===== config.mk =====
export PLATFORM = sky130hd
export DESIGN_NAME = uart_rx_frame
export DESIGN_NICKNAME = d
export VERILOG_FILES = /design/src/rtl/uart_pkg.sv /design/src/rtl/uart_rx_sampler.sv /design/src/rtl/uart_rx_frame.sv
export SDC_FILE = /design/constraint.sdc
export NUM_CORES = 1
export LEC_CHECK = 0
export ABC_AREA = 1
export BUFFER_PORTS_ARGS = -buffer_cell sky130_fd_sc_hd__clkbuf_2
export CORE_MARGIN = 2
export CORE_UTILIZATION = 60
export DETAILED_ROUTE_END_ITERATION = 6
export PLACE_DENSITY = 0.92
export SLEW_MARGIN = 40
export SYNTH_ARGS = -nofsm -noshare
export SYNTH_HDL_FRONTEND = slang
export SYNTH_SLANG_ARGS = --single-unit
export TNS_END_PERCENT = 10

===== constraint.sdc =====
create_clock -name CLK -period 3.1 [get_ports CLK]
set_input_delay 0.31 -clock CLK [delete_from_list [all_inputs] [get_ports CLK]]
set_output_delay 0.31 -clock CLK [all_outputs]
set_load 0.02 [all_outputs]

===== src/rtl/uart_pkg.sv =====
// Shared UART definitions: RX state encoding, legal prescale values, parity types.
package uart_pkg;

  localparam logic [2:0] ST_IDLE   = 3'd0;
  localparam logic [2:0] ST_START  = 3'd1;
  localparam logic [2:0] ST_DATA   = 3'd2;
  localparam logic [2:0] ST_PARITY = 3'd3;
  localparam logic [2:0] ST_STOP   = 3'd4;

  typedef enum logic [2:0] {
    RX_IDLE   = ST_IDLE,
    RX_START  = ST_START,
    RX_DATA   = ST_DATA,
    RX_PARITY = ST_PARITY,
    RX_STOP   = ST_STOP
  } rx_state_e;

  localparam int unsigned PRESC_8  = 8;
  localparam int unsigned PRESC_16 = 16;
  localparam int unsigned PRESC_32 = 32;

  localparam logic PAR_EVEN = 1'b0;
  localparam logic PAR_ODD  = 1'b1;

  // Two-out-of-three vote used to reject single-sample noise on the line.
  function automatic logic majority3(input logic [2:0] s);
    return (s[0] & s[1]) | (s[0] & s[2]) | (s[1] & s[2]);
  endfunction

endpackage


===== src/rtl/uart_rx_sampler.sv =====
// Per-bit oversampling: edge counter, three taps around mid-bit, majority vote.
module uart_rx_sampler
  import uart_pkg::*;
#(
  parameter int PRESC_W = 6
) (
  input  logic               clk,
  input  logic               rst,
  input  logic               rx_in,
  input  logic               clr,
  input  logic [PRESC_W-1:0] prescale,
  output logic [PRESC_W-1:0] edge_cnt,
  output logic               bit_val,
  output logic               sample_valid
);

  logic [PRESC_W-1:0] edge_cnt_q, edge_cnt_d;
  logic [2:0]         taps_q, taps_d;
  logic               sample_valid_q, sample_valid_d;
  logic [PRESC_W-1:0] half;

  assign half = prescale >> 1;

  // Next edge count and tap captures at P/2-1, P/2, P/2+1; strobe marks vote ready.
  always_comb begin
    edge_cnt_d     = edge_cnt_q + PRESC_W'(1);
    taps_d         = taps_q;
    sample_valid_d = 1'b0;
    if (clr || (edge_cnt_q == prescale - PRESC_W'(1))) begin
      edge_cnt_d = '0;
    end
    if (edge_cnt_q == half - PRESC_W'(1)) taps_d[0] = rx_in;
    if (edge_cnt_q == half)               taps_d[1] = rx_in;
    if (edge_cnt_q == half + PRESC_W'(1)) begin
      taps_d[2]      = rx_in;
      sample_valid_d = !clr;
    end
  end

  // Sampler registers with synchronous reset.
  always_ff @(posedge clk) begin
    if (rst) begin
      edge_cnt_q     <= '0;
      taps_q         <= '0;
      sample_valid_q <= 1'b0;
    end else begin
      edge_cnt_q     <= edge_cnt_d;
      taps_q         <= taps_d;
      sample_valid_q <= sample_valid_d;
    end
  end

  assign edge_cnt     = edge_cnt_q;
  assign bit_val      = majority3(taps_q);
  assign sample_valid = sample_valid_q;

endmodule


===== src/rtl/uart_rx_frame.sv =====
// UART receive deframer: start validation, LSB-first data, optional parity, stop check.
//
// state     | meaning
// ----------+-----------------------------------------------------------
// RX_IDLE   | line idle, waiting for a low level to start a frame
// RX_START  | start bit; a high majority vote aborts back to idle
// RX_DATA   | DATA_WIDTH data bits shifted in LSB first
// RX_PARITY | parity bit compared against the received data
// RX_STOP   | stop bit; on its last edge exactly one outcome is reported
module uart_rx_frame
  import uart_pkg::*;
#(
  parameter int DATA_WIDTH = 8,
  parameter int PRESC_W    = 6
) (
  input  logic                  CLK,
  input  logic                  RST,
  input  logic                  RX_IN,
  input  logic [PRESC_W-1:0]    Prescale,
  input  logic                  PAR_EN,
  input  logic                  PAR_TYP,
  output logic [DATA_WIDTH-1:0] P_DATA,
  output logic                  Data_Valid,
  output logic                  Par_Err,
  output logic                  Stp_Err,
  output logic                  Busy
);

  localparam int BW = (DATA_WIDTH > 1) ? $clog2(DATA_WIDTH) : 1;
  localparam logic [BW-1:0] LAST_BIT = BW'(DATA_WIDTH - 1);

  rx_state_e             state_q, state_d;
  logic [BW-1:0]         bit_cnt_q, bit_cnt_d;
  logic [DATA_WIDTH-1:0] shift_q, shift_d;
  logic                  par_bad_q, par_bad_d;
  logic [PRESC_W-1:0]    presc_q, presc_d;
  logic                  par_en_q, par_en_d;
  logic                  par_typ_q, par_typ_d;
  logic [DATA_WIDTH-1:0] p_data_q, p_data_d;
  logic                  dv_q, dv_d;
  logic                  pe_q, pe_d;
  logic                  se_q, se_d;
  logic                  busy_q, busy_d;

  logic [PRESC_W-1:0]    edge_cnt;
  logic                  bit_val;
  logic                  sample_valid;
  logic                  smp_clr;
  logic                  last_edge;

  // Edge counter restarts on every state entry and is held at zero while idle.
  assign smp_clr   = (state_d != state_q) || (state_q == RX_IDLE);
  assign last_edge = (edge_cnt == presc_q - PRESC_W'(1));

  uart_rx_sampler #(
    .PRESC_W (PRESC_W)
  ) u_sampler (
    .clk          (CLK),
    .rst          (RST),
    .rx_in        (RX_IN),
    .clr          (smp_clr),
    .prescale     (presc_q),
    .edge_cnt     (edge_cnt),
    .bit_val      (bit_val),
    .sample_valid (sample_valid)
  );

  // Frame FSM next-state, datapath and outcome decisions.
  always_comb begin
    state_d   = state_q;
    bit_cnt_d = bit_cnt_q;
    shift_d   = shift_q;
    par_bad_d = par_bad_q;
    presc_d   = presc_q;
    par_en_d  = par_en_q;
    par_typ_d = par_typ_q;
    p_data_d  = p_data_q;
    dv_d      = 1'b0;
    pe_d      = 1'b0;
    se_d      = 1'b0;
    unique case (state_q)
      RX_IDLE: begin
        if (!RX_IN) begin
          state_d   = RX_START;
          presc_d   = Prescale;
          par_en_d  = PAR_EN;
          par_typ_d = PAR_TYP;
          bit_cnt_d = '0;
          par_bad_d = 1'b0;
        end
      end
      RX_START: begin
        if (sample_valid && bit_val) begin
          state_d = RX_IDLE;
        end else if (last_edge) begin
          state_d = RX_DATA;
        end
      end
      RX_DATA: begin
        if (sample_valid) begin
          shift_d = {bit_val, shift_q[DATA_WIDTH-1:1]};
        end
        if (last_edge) begin
          if (bit_cnt_q == LAST_BIT) begin
            state_d = par_en_q ? RX_PARITY : RX_STOP;
          end else begin
            bit_cnt_d = bit_cnt_q + BW'(1);
          end
        end
      end
      RX_PARITY: begin
        if (sample_valid) begin
          par_bad_d = (bit_val != ((^shift_q) ^ par_typ_q));
        end
        if (last_edge) begin
          state_d = RX_STOP;
        end
      end
      RX_STOP: begin
        if (last_edge) begin
          state_d = RX_IDLE;
          if (!bit_val) begin
            se_d = 1'b1;
          end else if (par_bad_q) begin
            pe_d = 1'b1;
          end else begin
            p_data_d = shift_q;
            dv_d     = 1'b1;
          end
        end
      end
      default: state_d = RX_IDLE;
    endcase
    busy_d = (state_d != RX_IDLE);
  end

  // All frame state and registered outputs; reset drops any partial frame.
  always_ff @(posedge CLK) begin
    if (RST) begin
      state_q   <= RX_IDLE;
      bit_cnt_q <= '0;
      shift_q   <= '0;
      par_bad_q <= 1'b0;
      presc_q   <= '0;
      par_en_q  <= 1'b0;
      par_typ_q <= PAR_EVEN;
      p_data_q  <= '0;
      dv_q      <= 1'b0;
      pe_q      <= 1'b0;
      se_q      <= 1'b0;
      busy_q    <= 1'b0;
    end else begin
      state_q   <= state_d;
      bit_cnt_q <= bit_cnt_d;
      shift_q   <= shift_d;
      par_bad_q <= par_bad_d;
      presc_q   <= presc_d;
      par_en_q  <= par_en_d;
      par_typ_q <= par_typ_d;
      p_data_q  <= p_data_d;
      dv_q      <= dv_d;
      pe_q      <= pe_d;
      se_q      <= se_d;
      busy_q    <= busy_d;
    end
  end

  assign P_DATA     = p_data_q;
  assign Data_Valid = dv_q;
  assign Par_Err    = pe_q;
  assign Stp_Err    = se_q;
  assign Busy       = busy_q;

endmodule


==> results of run 1 <==
[path summary, 6_finish.rpt]
check                                          from             endpoint  slack, ns  cells past startpoint
worst max-delay path                     presc_q[1]            P_DATA[4]       0.81                     10
worst min-delay path                        PAR_TYP            par_typ_q       0.24                      3
worst max register to register           presc_q[1]            P_DATA[4]       0.81                     10
worst min register to register  u_sampler.taps_q[0]  u_sampler.taps_q[0]       0.47                      2
[cell usage in the layout, fill, tap and decap left out, types with 2 or more instances in the layout]
cell,n
sky130_fd_sc_hd__clkbuf_8,5
sky130_fd_sc_hd__inv_2,4
sky130_fd_sc_hd__clkbuf_2,22
sky130_fd_sc_hd__xnor2_1,13
sky130_fd_sc_hd__nor2_1,32
sky130_fd_sc_hd__nand3_1,17
sky130_fd_sc_hd__ha_1,7
sky130_fd_sc_hd__xor2_1,13
sky130_fd_sc_hd__clkinvlp_4,2
sky130_fd_sc_hd__o21ai_0,24
sky130_fd_sc_hd__nor2_4,3
sky130_fd_sc_hd__nor3_1,6
sky130_fd_sc_hd__o21a_1,2
sky130_fd_sc_hd__nand2_1,44
sky130_fd_sc_hd__a311oi_1,3
sky130_fd_sc_hd__dfxtp_1,45
sky130_fd_sc_hd__a21oi_1,29
sky130_fd_sc_hd__o21ai_1,4
sky130_fd_sc_hd__nand2_2,6
sky130_fd_sc_hd__nor2_2,9
sky130_fd_sc_hd__nand4_1,3
sky130_fd_sc_hd__inv_1,35
[report_power, final]
group	internal [uW]	switching, uW	leakage, uW	total, uW
registers	596	19.8	0.000366	616
clock network	159	205	0.0000374	364
logic	66.9	112	0.000756	179
total	822	336	0.00116	1160
[cell type report]
class,count,area [um^2],share of cell area
tap,48,60.1,0.0232
multi-input combinational,224,1270,0.493
inverter,40,150,0.0581
clock buffer,6,72.6,0.0281
timing repair buffer,22,110,0.0426
sequential,45,901,0.349
clock inverter,2,15.0,0.00581
[stage by stage]
stage	hold WS [ns]	cells	util	power [uW]
6_report	0.236	387	0.690	1160
5_1_grt	0.261	387	0.690	1210
4_1_cts	0.237	387	0.690	1160
3_5_place_dp	0.457	379	0.666	806
3_3_place_gp	0.451	379	0.666	798
2_1_floorplan	0.430	318	-	769
[critical path: stages, from the launching register on]
cell	delay [ns]
sky130_fd_sc_hd__dfxtp_1	0.44
sky130_fd_sc_hd__inv_1	0.13
sky130_fd_sc_hd__ha_1	0.30
sky130_fd_sc_hd__xnor2_1	0.12
sky130_fd_sc_hd__nor2_1	0.10
sky130_fd_sc_hd__nand2_1	0.09
sky130_fd_sc_hd__nor2_4	0.15
sky130_fd_sc_hd__nand4_2	0.17
sky130_fd_sc_hd__nor2_2	0.42
sky130_fd_sc_hd__o21ai_0	0.15
sky130_fd_sc_hd__a21oi_1	0.14
[sequential cells by signal, indices dropped and copies added (netlist names)]
register / flops
Busy: 1
Data_Valid: 1
P_DATA: 8
Par_Err: 1
Stp_Err: 1
bit_cnt_q: 3
par_bad_q: 1
par_en_q: 1
par_typ_q: 1
presc_q: 6
shift_q: 8
state_q: 3
u_sampler.edge_cnt: 6
u_sampler.sample_valid: 1
u_sampler.taps_q: 3
[per-layer routing]
layer	wire, um	GRT usage	vias to the layer above
met2	2380	0.435	45
met5	0	0	-
li1	-	-	1071
met3	235	0.0473	6
met1	2120	0.310	937
met4	57	0.0714	0
[cells by family after synthesis]
group / Yosys count / share of synthesized area
xor+xnor: 26 / 0.0959
flops: 45 / 0.380
fa+ha+maj: 7 / 0.0369
simple gates: 126 / 0.256
compound gates: 65 / 0.147
buf+inv: 49 / 0.0843
==> flow_summary.toml, run 1 <==
[synth]
cell_types_with_the_highest_counts_after_synthesis = "45 x sky130_fd_sc_hd__dfxtp_1, 44 x sky130_fd_sc_hd__nand2_1, 36 x sky130_fd_sc_hd__inv_1"
yosys.area.top_type_share = 0.380
ys_ff_latch = 45
synth_top_cell_by_area = "sky130_fd_sc_hd__dfxtp_1"
post_synth_instance_area_mm2 = 0.00237
synthFlopType = "sky130_fd_sc_hd__dfxtp_1"
synth_cell_type_count = 31
synth_warnings = 0
count_of_flip_flops_with_a_built_in_enable_after_synthesis = 0
post-synth-top-count-cell = "sky130_fd_sc_hd__dfxtp_1"
postSynthCellCount = 318
synth_fp_nets = 336
syn_area_per_cell_um2 = 7.46
yosys-top-cells-area = "sky130_fd_sc_hd__dfxtp_1 38%, sky130_fd_sc_hd__nand2_1 7.0%, sky130_fd_sc_hd__a21oi_1 6.1%"
synth_async_sr_flop_share = 0
synth_sequential_area_ratio = 0.380

[clock_network]
clock_path_buffers = 2
clock-root-buffer = "sky130_fd_sc_hd__clkbuf_8"
hold_bufs_at_cts = 0
cts_made_buffers = 5
path_clk_slew_ns = 0.09
cts_resized = 0
cts_setup_buffers = 0
cts_tree = "built"
cts_max_level = 2
clock-sinks = 45
clock_insertion_delay_worst_skew_ns = 0.30

[timing]
tightestPinTransition_ns = 0.752
max_clock_freq_mhz = 437
fin_ws_ns = 0.811
grt_setup_unrepaired = "false"
relSlewSlack = 0.496
finalClockSkew_ns = 0.00647
fin_tns_setup_ns = 0
finalSetupViolCount = 0
finalHoldViolCount = 0
maxSlewViolCount = 0
post-route-period-util = 0.738
final_min_period_ns = 2.29

[setup_path]
crit_arrival_ns = 2.53
timing_worst_setup_path_type = "reg2reg"
setup.worst_path.start_class = "flop"
timing.critical_path.to_type = "flop"
required_ns = 3.34
largest_fanout_of_any_net_on_the_critical_path = 15

[placed_design]
hpwlAfterDp_um = 3650
buffer_ports.inserted = 22
place_worst_setup_slack_ns = 0.831
global_placement_routability_congestion = 0.913
place_area_mm2 = 0.00249

[die]
initial_core_util = 0.634
die-area_mm2 = 0.00447
die_h_um = 66.9
floorplan.core_area_mm2 = 0.00374
boundary_pins = 23
rows = 22
die-width_um = 66.9

[pwr]
cellPowerDensity_mw_per_mm2 = 448
leakagePower_uw = 0.00116
ir_worst_vdd_mv = 0.375

[cells_and_area]
net_count_of_the_finished_layout = 356
insertedDiodeCount = 0
nFillCells = 325
final_layout_size_suffix_gt1_frac = 0.165
post-route-cell-area_mm2 = 0.00258
syn_to_final_growth_pct = 8.86

[drt]
drt_first_iter_violations = 108
drt-wirelength-per-cell_um = 12.4
dr_total_vias = 2059
drt-total-wl_um = 4790
route.detailed.drc = 0
dr.pass1.iters = 4
ant_nets = 0
drt-vias-per-instance = 5.32

[global_routing]
grtUsageTotal = 0.249
via_count_of_the_first_global_routing_pass = 1962
grt_first_pass_wirelength_um = 8460
grt_start_max_net_pins = 32
antenna_found_initial = 0
globalRoute.totalOverflow = 0

[worst_hold_path]
hold_class = "in2reg"

[flow_run]
maxCapViolations = 0

[run_status]
outcome = "finished, final reports clean"
Note: power is estimated with default switching activity, not from simulation.
==> run 2: changes to the inputs <==
--- a/config.mk
+++ b/config.mk
@@ -8,9 +8,9 @@
 export ABC_AREA = 1
 export BUFFER_PORTS_ARGS = -buffer_cell sky130_fd_sc_hd__clkbuf_2
 export CORE_MARGIN = 2
-export CORE_UTILIZATION = 60
+export CORE_UTILIZATION = 53
 export DETAILED_ROUTE_END_ITERATION = 6
-export PLACE_DENSITY = 0.92
+export PLACE_DENSITY = 0.86
 export SLEW_MARGIN = 40
 export SYNTH_ARGS = -nofsm -noshare
 export SYNTH_HDL_FRONTEND = slang
==> constraint.sdc (replaced) <==
create_clock -name CLK -period 2.1 [get_ports CLK]
set_input_delay 0.21 -clock CLK [delete_from_list [all_inputs] [get_ports CLK]]
set_output_delay 0.21 -clock CLK [all_outputs]
set_load 0.02 [all_outputs]
==> run 2 against run 1 <==
Clock skew grew 0.0025 ns; hold slack lost 0.10 ns; highest routed layer unchanged; die area grew 12%; global-route usage shrank 3.2 points; non-clock buffer count grew 10; combinational power grew 66%; clock-buffer cell count shrank 1.
==> flow_summary.toml, run 2 (synthesis results as in run 1) <==
[run_status]
outcome = "finished, final reports clean"

[global_routing]
grt_start_max_net_pins = 22
grt_first_pass_wirelength_um = 8620
grtUsageTotal = 0.217
globalRoute.totalOverflow = 0
antenna_found_initial = 0
via_count_of_the_first_global_routing_pass = 1900

[clock_network]
clock-sinks = 45
cts_tree = "built"
clock_insertion_delay_worst_skew_ns = 0.31
path_clk_slew_ns = 0.09
clock-root-buffer = "sky130_fd_sc_hd__clkbuf_8"
cts_made_buffers = 5
clock_path_buffers = 2
cts_max_level = 2

[cells_and_area]
insertedDiodeCount = 0
post-route-cell-area_mm2 = 0.00271
final_cell_mix = "43 x sky130_fd_sc_hd__dfxtp_1, 43 x sky130_fd_sc_hd__nand2_1, 34 x sky130_fd_sc_hd__inv_1, 32 x sky130_fd_sc_hd__nor2_1, 29 x sky130_fd_sc_hd__a21oi_1"
nFillCells = 383
multi_input_comb_area_mm2 = 0.00129
final_layout_size_suffix_gt1_frac = 0.209
syn_to_final_growth_pct = 14.3
stdcell_count = 401
sequential_cell_area_um2 = 903
net_count_of_the_finished_layout = 366

[pwr]
seq_power_share = 0.520
switching_share = 0.296
ir_worst_vdd_mv = 0.513
cellPowerDensity_mw_per_mm2 = 642
post-layout-total-power_uw = 1740
combPwrFrac = 0.171
internal-power_uw = 1230
leakagePower_uw = 0.00123
net-switching-power_uw = 516
clockPowerShare = 0.309

[drt]
dr_total_vias = 2176
drt-total-wl_um = 5220
route.detailed.drc = 0
drt-vias-per-instance = 5.43
drt_first_iter_violations = 206
drt-wirelength-per-cell_um = 13.0
ant_nets = 0
dr.pass1.iters = 5

[setup_path]
setup.worst_path.start_class = "flop"
required_ns = 2.36
largest_fanout_of_any_net_on_the_critical_path = 6
timing_worst_setup_path_type = "reg2reg"
crit_arrival_ns = 2.27
timing.critical_path.to_type = "flop"

[die]
die-area_mm2 = 0.00503
rows = 24
die-width_um = 70.9
boundary_pins = 23
initial_core_util = 0.549
floorplan.core_area_mm2 = 0.00432
die_h_um = 70.9

[timing]
finalHoldViolCount = 0
final_min_period_ns = 2.02
relSlewSlack = 0.599
fin_tns_setup_ns = 0
finalSetupViolCount = 0
grt_setup_unrepaired = "true"
max_clock_freq_mhz = 496
finalClockSkew_ns = 0.00895
post-route-period-util = 0.961
tightestPinTransition_ns = 0.595
maxSlewViolCount = 0

[placed_design]
buffer_ports.inserted = 22
place_area_mm2 = 0.00258
global_placement_routability_congestion = 0.896
placed_cells = 391
hpwlAfterDp_um = 3770

[flow_run]
maxCapViolations = 0

[worst_hold_path]
hold_class = "in2reg"
==> run 2: layout make-up <==
| cell class | count | area share |
|---|---|---|
| Clock buffer | 5 | 0.0254 |
| Clock inverter | 3 | 0.00646 |
| Inverter | 40 | 0.0563 |
| Multi-Input combinational cell | 224 | 0.477 |
| Sequential cell | 45 | 0.333 |
| Tap cell | 52 | 0.0240 |
| Timing Repair Buffer | 32 | 0.0775 |
==> run 2: timing repair <==
item | 4_1_cts | 5_1_grt
setup endpoints to repair | 0 | 20
hold buffers | 0 | 0
buffers inserted | 0 | 2
gates resized for setup | 0 | 9
==> run 2: per-layer routing <==
metal,vias to the layer above,global-route usage,wire length [um]
met4,0,0.0713,80
li1,1093,-,-
met5,-,0,0
met2,90,0.348,2520
met1,983,0.286,2280
met3,10,0.0556,342
==> run 2: metrics by stage <==
step	util	setup WS [ns]	hold WS, ns
4_1_cts	0.617	0.0567	0.134
3_5_place_dp	0.598	0.0705	0.464
5_1_grt	0.627	-0.105	0.163
6_report	0.627	0.0826	0.136
3_3_place_gp	0.598	0.194	0.450
2_1_floorplan	-	0.206	0.338
==> run 2: path summary, 6_finish.rpt <==
kind | from | to | slack [ns] | cells after the start
max | presc_q[1] | u_sampler.edge_cnt[5] | 0.08 | 15
min | PAR_TYP | par_typ_q | 0.14 | 3
max reg2reg | presc_q[1] | u_sampler.edge_cnt[5] | 0.08 | 15
min reg2reg | u_sampler.taps_q[0] | u_sampler.taps_q[0] | 0.48 | 2
==> run 2: critical path, cell delays in order (launching register included) <==
cell,delay [ns]
sky130_fd_sc_hd__dfxtp_2,0.36
sky130_fd_sc_hd__inv_4,0.05
sky130_fd_sc_hd__ha_1,0.19
sky130_fd_sc_hd__nand2_1,0.08
sky130_fd_sc_hd__nand3_1,0.09
sky130_fd_sc_hd__o21ai_1,0.10
sky130_fd_sc_hd__nand2_2,0.09
sky130_fd_sc_hd__nor2_4,0.19
sky130_fd_sc_hd__nand2_4,0.12
sky130_fd_sc_hd__nand2_4,0.09
sky130_fd_sc_hd__nand3_2,0.08
sky130_fd_sc_hd__nand2_2,0.07
sky130_fd_sc_hd__nand2_2,0.06
sky130_fd_sc_hd__nor2_4,0.13
sky130_fd_sc_hd__nand3_4,0.13
sky130_fd_sc_hd__nor2_2,0.13
==> run 2: power groups by stage <==
stage                     combinational (uW)  clock (uW)  sequential, uW
after floorplan                          214           0             922
after global placement                   272           0             923
after detailed placement                 282           0             924
after CTS                                284         553             904
after global routing                     332         592             910
final                                    298         538             906
==> run 3: changes to the inputs <==
--- a/config.mk
+++ b/config.mk
@@ -6,10 +6,10 @@
 export NUM_CORES = 1
 export LEC_CHECK = 0
 export ABC_AREA = 1
-export BUFFER_PORTS_ARGS = -buffer_cell sky130_fd_sc_hd__clkbuf_2
 export CORE_MARGIN = 2
-export CORE_UTILIZATION = 53
+export CORE_UTILIZATION = 57
 export DETAILED_ROUTE_END_ITERATION = 6
+export DONT_BUFFER_PORTS = 1
 export PLACE_DENSITY = 0.86
 export SLEW_MARGIN = 40
 export SYNTH_ARGS = -nofsm -noshare
==> run 3 against run 2 <==
Clock-buffer cell count increased by 1; routed wire length increased by 3.8%; utilization increased by 3.9 points; first-iteration DRC count decreased by 60%; sequential share of layout area increased by 0.75 points; highest routed layer unchanged.
==> flow_summary.toml, run 3 (synthesis results as in run 1) <==
[timing]
relSlewSlack = 0.556
maxSlewViolCount = 0
finalClockSkew_ns = 0.00612
final.hold.worst_slack_ns = 0.0221
fin_ws_ns = 0.114
max_clock_freq_mhz = 504
final_min_period_ns = 1.99
post-route-period-util = 0.946
finalHoldViolCount = 0
finalSetupViolCount = 0
tightestPinTransition_ns = 0.659

[clock_network]
clock_insertion_delay_worst_skew_ns = 0.31
cts_made_buffers = 5
cts_tree = "built"
path_clk_slew_ns = 0.09
cts_max_level = 2
clock-sinks = 45
clock-root-buffer = "sky130_fd_sc_hd__clkbuf_8"
clock_path_buffers = 2

[die]
die-width_um = 68.5
floorplan.core_area_mm2 = 0.00400
boundary_pins = 23
die_h_um = 68.5
initial_core_util = 0.593
rows = 23
die-area_mm2 = 0.00470

[setup_path]
critPathSlowestCell = "sky130_fd_sc_hd__dfxtp_4"
critical_path.most_common_cell = "sky130_fd_sc_hd__nand2_2"
path_buf_inv = 1
timing_worst_setup_path_type = "reg2reg"
required_ns = 2.35
critical_path.cell_chain = "inv_2, ha_4, xnor2_1, nor2_1, nand2_1, nor2_4, nand2_4, nand2_2, nand3_2, nand2_2, nand2_2, nor2_4, nand3_4, nor2_2"
setup.worst_path.start_class = "flop"
slowest_delay_ns = 0.38
largest_fanout_of_any_net_on_the_critical_path = 7
r2r_setup_slack_ns = 0.11
cp_top_family = "simple AND/OR/NAND/NOR gates"
crit_arrival_ns = 2.24
timing.critical_path.to_type = "flop"

[placed_design]
place_worst_setup_slack_ns = 0.0545
buffer_ports.inserted = 0
hpwlAfterDp_um = 3910
global_placement_routability_congestion = 0.921
placed_cells = 368

[pwr]
ir_worst_vdd_mv = 0.376
cellPowerDensity_mw_per_mm2 = 716
leakagePower_uw = 0.00115

[drt]
dr_total_vias = 2089
drt-total-wl_um = 5420
ant_nets = 0
wl_met3_um = 262
drt-met1-wl_um = 2380
drt-wirelength-per-cell_um = 14.3
drt-vias-per-instance = 5.51
highest-signal-layer = "met4"
drt_first_iter_violations = 83
dr.pass1.iters = 4
detailroute.wirelength.met2_um = 2640
route.detailed.drc = 0

[cells_and_area]
final_layout_size_suffix_gt1_frac = 0.185
nFillCells = 332
stdcell_count = 379
sequential_cell_area_um2 = 907
insertedDiodeCount = 0
final_cell_mix = "42 x sky130_fd_sc_hd__dfxtp_1, 40 x sky130_fd_sc_hd__nand2_1, 34 x sky130_fd_sc_hd__inv_1, 31 x sky130_fd_sc_hd__nor2_1, 29 x sky130_fd_sc_hd__a21oi_1"
layout.cells.most_common = "sky130_fd_sc_hd__dfxtp_1"
syn_to_final_growth_pct = 12.2
net_count_of_the_finished_layout = 346
multi_input_comb_area_mm2 = 0.00131

[run_status]
outcome = "finished, final reports clean"

[global_routing]
grt_start_max_net_pins = 18
grtUsageTotal = 0.254
via_count_of_the_first_global_routing_pass = 1986
globalRoute.totalOverflow = 0
antenna_found_initial = 0
grt_first_pass_wirelength_um = 8810

[worst_hold_path]
hold_class = "in2reg"

[flow_run]
maxCapViolations = 0
==> run 3: stage by stage <==
step | cell area, um^2 | total power [uW] | TNS, ns | util
2_1_floorplan | 2370 | 1140 | 0 | -
3_3_place_gp | 2470 | 1180 | 0 | 0.617
3_5_place_dp | 2470 | 1190 | 0 | 0.617
4_1_cts | 2600 | 1880 | 0 | 0.650
5_1_grt | 2660 | 1990 | -0.0508 | 0.666
6_report | 2660 | 1910 | 0 | 0.666
==> run 3: repair_timing <==
| item | 4_1_cts | 5_1_grt |
|---|---|---|
| hold buffers | 1 | 0 |
| setup endpoints to repair | 1 | 20 |
| pin swaps | 0 | 7 |
| gates resized for setup | 1 | 19 |
| buffers inserted | 0 | 2 |
| hold endpoints to repair | 8 | 0 |
==> run 3: final cells by class <==
class,count,share of cell area
multi-input cells,224,0.493
flip-flops and latches,45,0.341
inverters,40,0.0582
repair buffers,12,0.0395
clock buffers,6,0.0310
well taps,50,0.0235
clock inverters,2,0.0141
==> run 3: layer usage <==
layer  track usage  vias up
met4         0.108        0
met5             0        -
met2         0.425       48
met1         0.306      976
met3        0.0666       14
li1              -     1051
==> run 3: final timing paths <==
check,start,to,cells past startpoint
setup / recovery,presc_q[0],u_sampler.edge_cnt[5],14
hold / removal,RX_IN,u_sampler.taps_q[1],2
setup reg to reg,presc_q[0],u_sampler.edge_cnt[5],14
hold reg to reg,u_sampler.taps_q[0],u_sampler.taps_q[0],2
==> run 3: where the power goes <==
| part | switching (uW) | internal (uW) | total (uW) |
|---|---|---|---|
| Clock | 311 | 387 | 698 |
| Combinational | 183 | 116 | 299 |
| Sequential | 29.9 | 881 | 911 |
